$ cat config.mk
export PLATFORM = sky130hd
export DESIGN_NAME = analog_status_capture
export DESIGN_NICKNAME = d
export VERILOG_FILES = /design/src/rtl/analog_status_capture.sv
export SDC_FILE = /design/constraint.sdc
export NUM_CORES = 1
export LEC_CHECK = 0
export CORE_MARGIN = 2
export CORE_UTILIZATION = 51
export DETAILED_ROUTE_END_ITERATION = 10
export PLACE_DENSITY = 0.79
export SYNTH_ARGS = -nofsm -noshare
export SYNTH_HDL_FRONTEND = slang
export SYNTH_SLANG_ARGS = --single-unit
$ cat constraint.sdc
create_clock -name clk_in -period 10.8 [get_ports clk_in]
set_input_delay 2.16 -clock clk_in [delete_from_list [all_inputs] [get_ports clk_in]]
set_output_delay 2.16 -clock clk_in [all_outputs]
set_load 0.1 [all_outputs]
$ cat src/rtl/analog_status_capture.sv
// Synchronises and debounces raw analog status bits into level, sticky rise/fall and transition-count words.
// Define ANALOG_STATUS_IRQ_EN to add a registered irq output that is high while any sticky flag is set.
module analog_status_capture #(
    parameter int WIDTH           = 32,
    parameter int DEBOUNCE_CYCLES = 4,
    parameter int CNT_W           = $clog2(DEBOUNCE_CYCLES + 1)
) (
    input  logic             clk_in,
    input  logic             reset,
    input  logic [WIDTH-1:0] raw_in,
    input  logic [31:0]      clear_rise,
    input  logic [31:0]      clear_fall,
    input  logic             count_clear,
    output logic [31:0]      status_0,
    output logic [31:0]      status_1,
    output logic [31:0]      status_2,
`ifdef ANALOG_STATUS_IRQ_EN
    output logic             irq,
`endif
    output logic [31:0]      status_3
);

    localparam logic [CNT_W-1:0] CNT_LAST = CNT_W'(DEBOUNCE_CYCLES - 1);

    logic [WIDTH-1:0] sync1_q, sync1_d;
    logic [WIDTH-1:0] sync2_q, sync2_d;
    logic [WIDTH-1:0] level_q, level_d;
    logic [WIDTH-1:0] rise_q,  rise_d;
    logic [WIDTH-1:0] fall_q,  fall_d;
    logic [CNT_W-1:0] dcnt_q [WIDTH];
    logic [CNT_W-1:0] dcnt_d [WIDTH];
    logic [15:0]      count_q, count_d;
    logic [7:0]       idx_q,   idx_d;
    logic [WIDTH-1:0] chg;
    logic             any_chg;

    always_comb begin
        sync1_d = raw_in;
        sync2_d = sync1_q;
        level_d = level_q;
        chg     = '0;
        for (int i = 0; i < WIDTH; i++) begin
            dcnt_d[i] = '0;
            // Any sample agreeing with the current level restarts the run.
            if (sync2_q[i] != level_q[i]) begin
                if (dcnt_q[i] == CNT_LAST) begin
                    level_d[i] = sync2_q[i];
                    chg[i]     = 1'b1;
                end else begin
                    dcnt_d[i] = dcnt_q[i] + 1'b1;
                end
            end
        end
    end

    assign any_chg = |chg;

    always_comb begin
        // A new edge outranks a clear arriving on the same cycle.
        rise_d = (rise_q & ~clear_rise[WIDTH-1:0]) | (chg & level_d);
        fall_d = (fall_q & ~clear_fall[WIDTH-1:0]) | (chg & ~level_d);
    end

    always_comb begin
        count_d = count_q;
        if (count_clear) begin
            count_d = {15'b0, any_chg};
        end else if (any_chg && (count_q != 16'hFFFF)) begin
            count_d = count_q + 16'd1;
        end
    end

    always_comb begin
        idx_d = idx_q;
        for (int i = WIDTH - 1; i >= 0; i--) begin
            if (chg[i]) begin
                idx_d = 8'(i);
            end
        end
    end

    always_ff @(posedge clk_in or posedge reset) begin
        if (reset) begin
            sync1_q <= '0;
            sync2_q <= '0;
            level_q <= '0;
            rise_q  <= '0;
            fall_q  <= '0;
            count_q <= '0;
            idx_q   <= '0;
            for (int i = 0; i < WIDTH; i++) begin
                dcnt_q[i] <= '0;
            end
        end else begin
            sync1_q <= sync1_d;
            sync2_q <= sync2_d;
            level_q <= level_d;
            rise_q  <= rise_d;
            fall_q  <= fall_d;
            count_q <= count_d;
            idx_q   <= idx_d;
            for (int i = 0; i < WIDTH; i++) begin
                dcnt_q[i] <= dcnt_d[i];
            end
        end
    end

`ifdef ANALOG_STATUS_IRQ_EN
    logic irq_q, irq_d;

    assign irq_d = |{rise_d, fall_d};

    always_ff @(posedge clk_in or posedge reset) begin
        if (reset) begin
            irq_q <= 1'b0;
        end else begin
            irq_q <= irq_d;
        end
    end

    assign irq = irq_q;
`endif

    always_comb begin
        status_0 = '0;
        status_1 = '0;
        status_2 = '0;
        status_0[WIDTH-1:0] = level_q;
        status_1[WIDTH-1:0] = rise_q;
        status_2[WIDTH-1:0] = fall_q;
        status_3 = {count_q, 8'h00, idx_q};
    end

endmodule

==> summary.txt <==
Logic synthesis
  – Post-Syn Area: 0.0112 mm^2
  – Post-synth EDFFs: 0
  – Most common flop cell mapped by yosys: dfrtp_1
  – Seq/Total Area, Yosys: 61.9%
  – Cells after Synth: 941
  – Yosys warns: 0
  – Ys async rst share: 100%
  – Seq cells post-synth: 277
  – Avg Cell Area, Syn: 11.9 um^2
  – Synth cell types: 62

STA
  – Actual slew at the worst max-slew pin: 1.07 ns
  – Fmax: 228 MHz
  – Slew Limit Headroom: 28.6%
  – Tcrit/Tclk final: 40.5%
  – Final Skew: 0.00801 ns
  – Slew Viols, Final: 0
  – Fin. Hold Viols: 0
  – Total Negative Setup Slacks: 0 ns
  – Tmin final: 4.38 ns
  – Setup violators final: 0
  – RSZ-0062 raised after global routing: false
  – Setup ws final: 6.42 ns

GRT
  – Vias in the first global route: 7,753
  – Initial antenna violation count: 2
  – Total global routing track utilization: 20.1%
  – Total grt overflow: 0
  – Largest net degree at the start of global routing: 180
  – First-pass GRT wire length: 39,000 um

Cells and area
  – Share of cells above drive strength 1: 4.62%
  – # diodes: 0
  – Area of the multi-input gates: 0.00369 mm^2
  – Commonest non-fill, non-tap cell in the layout: dfrtp_1
  – Fillers: 1,624
  – Reg area: 0.00693 mm^2
  – Most frequent cells in the layout: dfrtp_1, clkdlybuf4s50_1, inv_1
  – Final Util: 66.8%
  – Layout Nets: 1,304
  – Area Growth Syn to Fin: 29.3%
  – Cell area after layout: 0.0145 mm^2
  – Non-filler cells in the finished layout: 1,471

Place
  – Placed cell area: 0.0136 mm^2
  – PortBufs: 215
  – Dpl hpwl: 16,800 um
  – Cells after DPL: 1,422
  – Setup slack after placement: 6.68 ns
  – GP Congestion: 0.769

Power
  – Power Density: 276 mW/mm^2
  – Lkg Pwr: 6.59 nW
  – Max VDD drop: 0.205 mV

Clock network
  – Num Clock Sinks: 277
  – Hold Buf Count CTS: 0
  – # Post-CTS Setup Buffers: 0
  – H-tree levels: 1
  – Clock latency on the worst-skew pair: 0.52 ns
  – CTS tree: yes
  – Clock Path Buffers: 3
  – Clock Pin Slew Worst Setup and Hold Paths: 0.06 ns
  – Resized cells post-CTS: 0
  – Clk root buf: clkbuf_16
  – Total CTS buffers: 28

Setup path
  – Worst reg2reg setup slack: 7.89 ns
  – Critical path data required time: 8.64 ns
  – FF-to-FF End: count_q[2]
  – CP endpoint kind: primary output
  – Critical path origin: status_0[8]
  – Worst setup SP type: flip-flop
  – Arr. time, crit path: 2.22 ns
  – Top delay family on crit path: buffers and inverters
  – R2R Path Start: status_0[17]
  – Reg2reg path depth: 6
  – Crit path largest cell delay: 1.21 ns
  – Critical path fanouts, max: 6
  – Crit Path Category: flip-flop to primary output
  – CP bufs+invs: 1
  – Slowest cell on crit path: clkdlybuf4s50_1
  – Crit path cell chain: clkdlybuf4s50_1

Floorplanning
  – Core region area: 0.0217 mm^2
  – Die Ht: 152 um
  – Row count: 54
  – Die X: 152 um
  – I/O pin count: 227
  – Die ar.: 0.0232 mm^2
  – Initial core utilization: 51.6%

Routing
  – DRC Markers: 0
  – TritonRoute pass-1 iters: 6
  – DR vias: 7,768
  – Antenna-violating nets left: 0
  – Vias per inst: 5.28
  – Number of DRC markers in iteration 0: 382
  – Wire length per cell: 16.1 um
  – Final wirelength: 23,600 um

Hold path
  – Hold path cells: 0
  – Hold path endpoint: sync2_q[30]
  – Min-delay worst type: flip-flop to flip-flop
  – HP Start: sync1_q[30]

Status
  – Outcome: completed

Flow run
  – Number of max-cap violations: 0
[state kept, by name, indices dropped and copies added (netlist names)]
| name | count |
|---|---|
| dcnt_q | 96 |
| status_0 | 32 |
| sync2_q | 32 |
| sync1_q | 32 |
| idx_q | 5 |
| count_q | 16 |
| status_2 | 32 |
| status_1 | 32 |
[worst max-delay path by stage]
stage,end,slack (ns),cells after the start
finish,status_0[8],6.42,1
global route,status_0[8],6.38,1
CTS,status_0[8],6.39,1
detailed placement,status_0[0],6.68,3
global placement,status_2[0],6.69,3
floorplan,count_q[0],1.00,1
[metal layers]
metal  global-route usage (%)  up-vias  part of all wire [%]
li1                         -     3725                     -
met1                     28.1     3801                    44
met2                     32.9      208                    48
met3                     4.44       32                   6.0
met4                     4.01        2                   1.4
met5                        0        -                 0.055
[cell usage after synthesis (2+ instances only)]
master / n / area (um^2)
o21ai_0: 33 / 165
nand2b_1: 33 / 206
clkbuf_1: 9 / 33.8
nor2b_1: 17 / 106
a21oi_1: 19 / 95.1
xnor2_1: 18 / 158
o211ai_1: 5 / 37.5
a22oi_1: 2 / 15.0
nand2_1: 64 / 240
o32ai_1: 51 / 447
nand4_1: 7 / 43.8
a32o_1: 13 / 130
o31ai_1: 13 / 97.6
and2_1: 4 / 25.0
and4_1: 2 / 17.5
o221ai_1: 2 / 17.5
xnor2_2: 5 / 81.3
nor2_1: 33 / 124
o22ai_1: 7 / 43.8
or4_4: 2 / 22.5
nor3b_1: 40 / 300
and3_1: 15 / 93.8
xor2_1: 16 / 140
dfrtp_1: 277 / 6930
nor3_1: 7 / 35.0
o22a_1: 2 / 17.5
or4_1: 10 / 75.1
buf_4: 12 / 90.1
a31oi_1: 3 / 18.8
buf_2: 2 / 10.0
and3b_1: 16 / 140
ha_1: 33 / 413
nor4_1: 3 / 18.8
a2bb2oi_1: 8 / 70.1
inv_1: 127 / 477
o32a_1: 2 / 20.0
nand3_1: 4 / 20.0
[cell type report]
class                   count  share of cell area (%)
clock inverters             6                   0.207
repair buffers            217                    15.1
inverters                 127                    3.34
clock buffers              43                    5.65
flip-flops and latches    277                    47.9
well taps                 280                    2.42
multi-input cells         521                    25.5
[logic make-up (layout without fill, tap and decap cells)]
group | Yosys count | count (layout) | synth area share [%]
other | 1 | 11 | 0.0335
adders and majority gates | 33 | 33 | 3.69
muxes | 1 | 1 | 0.101
buffers and inverters | 153 | 393 | 5.63
AOI/OAI and AO/OA | 176 | 176 | 11.8
xor gates and xnor gates | 39 | 39 | 3.38
and+or+nand+nor | 261 | 261 | 13.5
DFF | 277 | 277 | 61.9
[power breakdown]
part	switching (mW)	internal, mW	leakage (nW)	total (mW)
clock	0.374	0.517	0.421	0.891
sequential	0.167	1.25	3.59	1.41
combinational	1.21	0.478	2.58	1.69
[metrics by stage]
| step | hold slack (ns) | total power [mW] |
|---|---|---|
| 6_report | 0.343 | 4.00 |
| 5_1_grt | 0.350 | 4.21 |
| 4_1_cts | 0.344 | 4.03 |
| 3_5_place_dp | 0.335 | 3.12 |
| 3_3_place_gp | 0.332 | 3.08 |
| 2_1_floorplan | 0.331 | 2.70 |
Power figures use the tool's default switching activity.
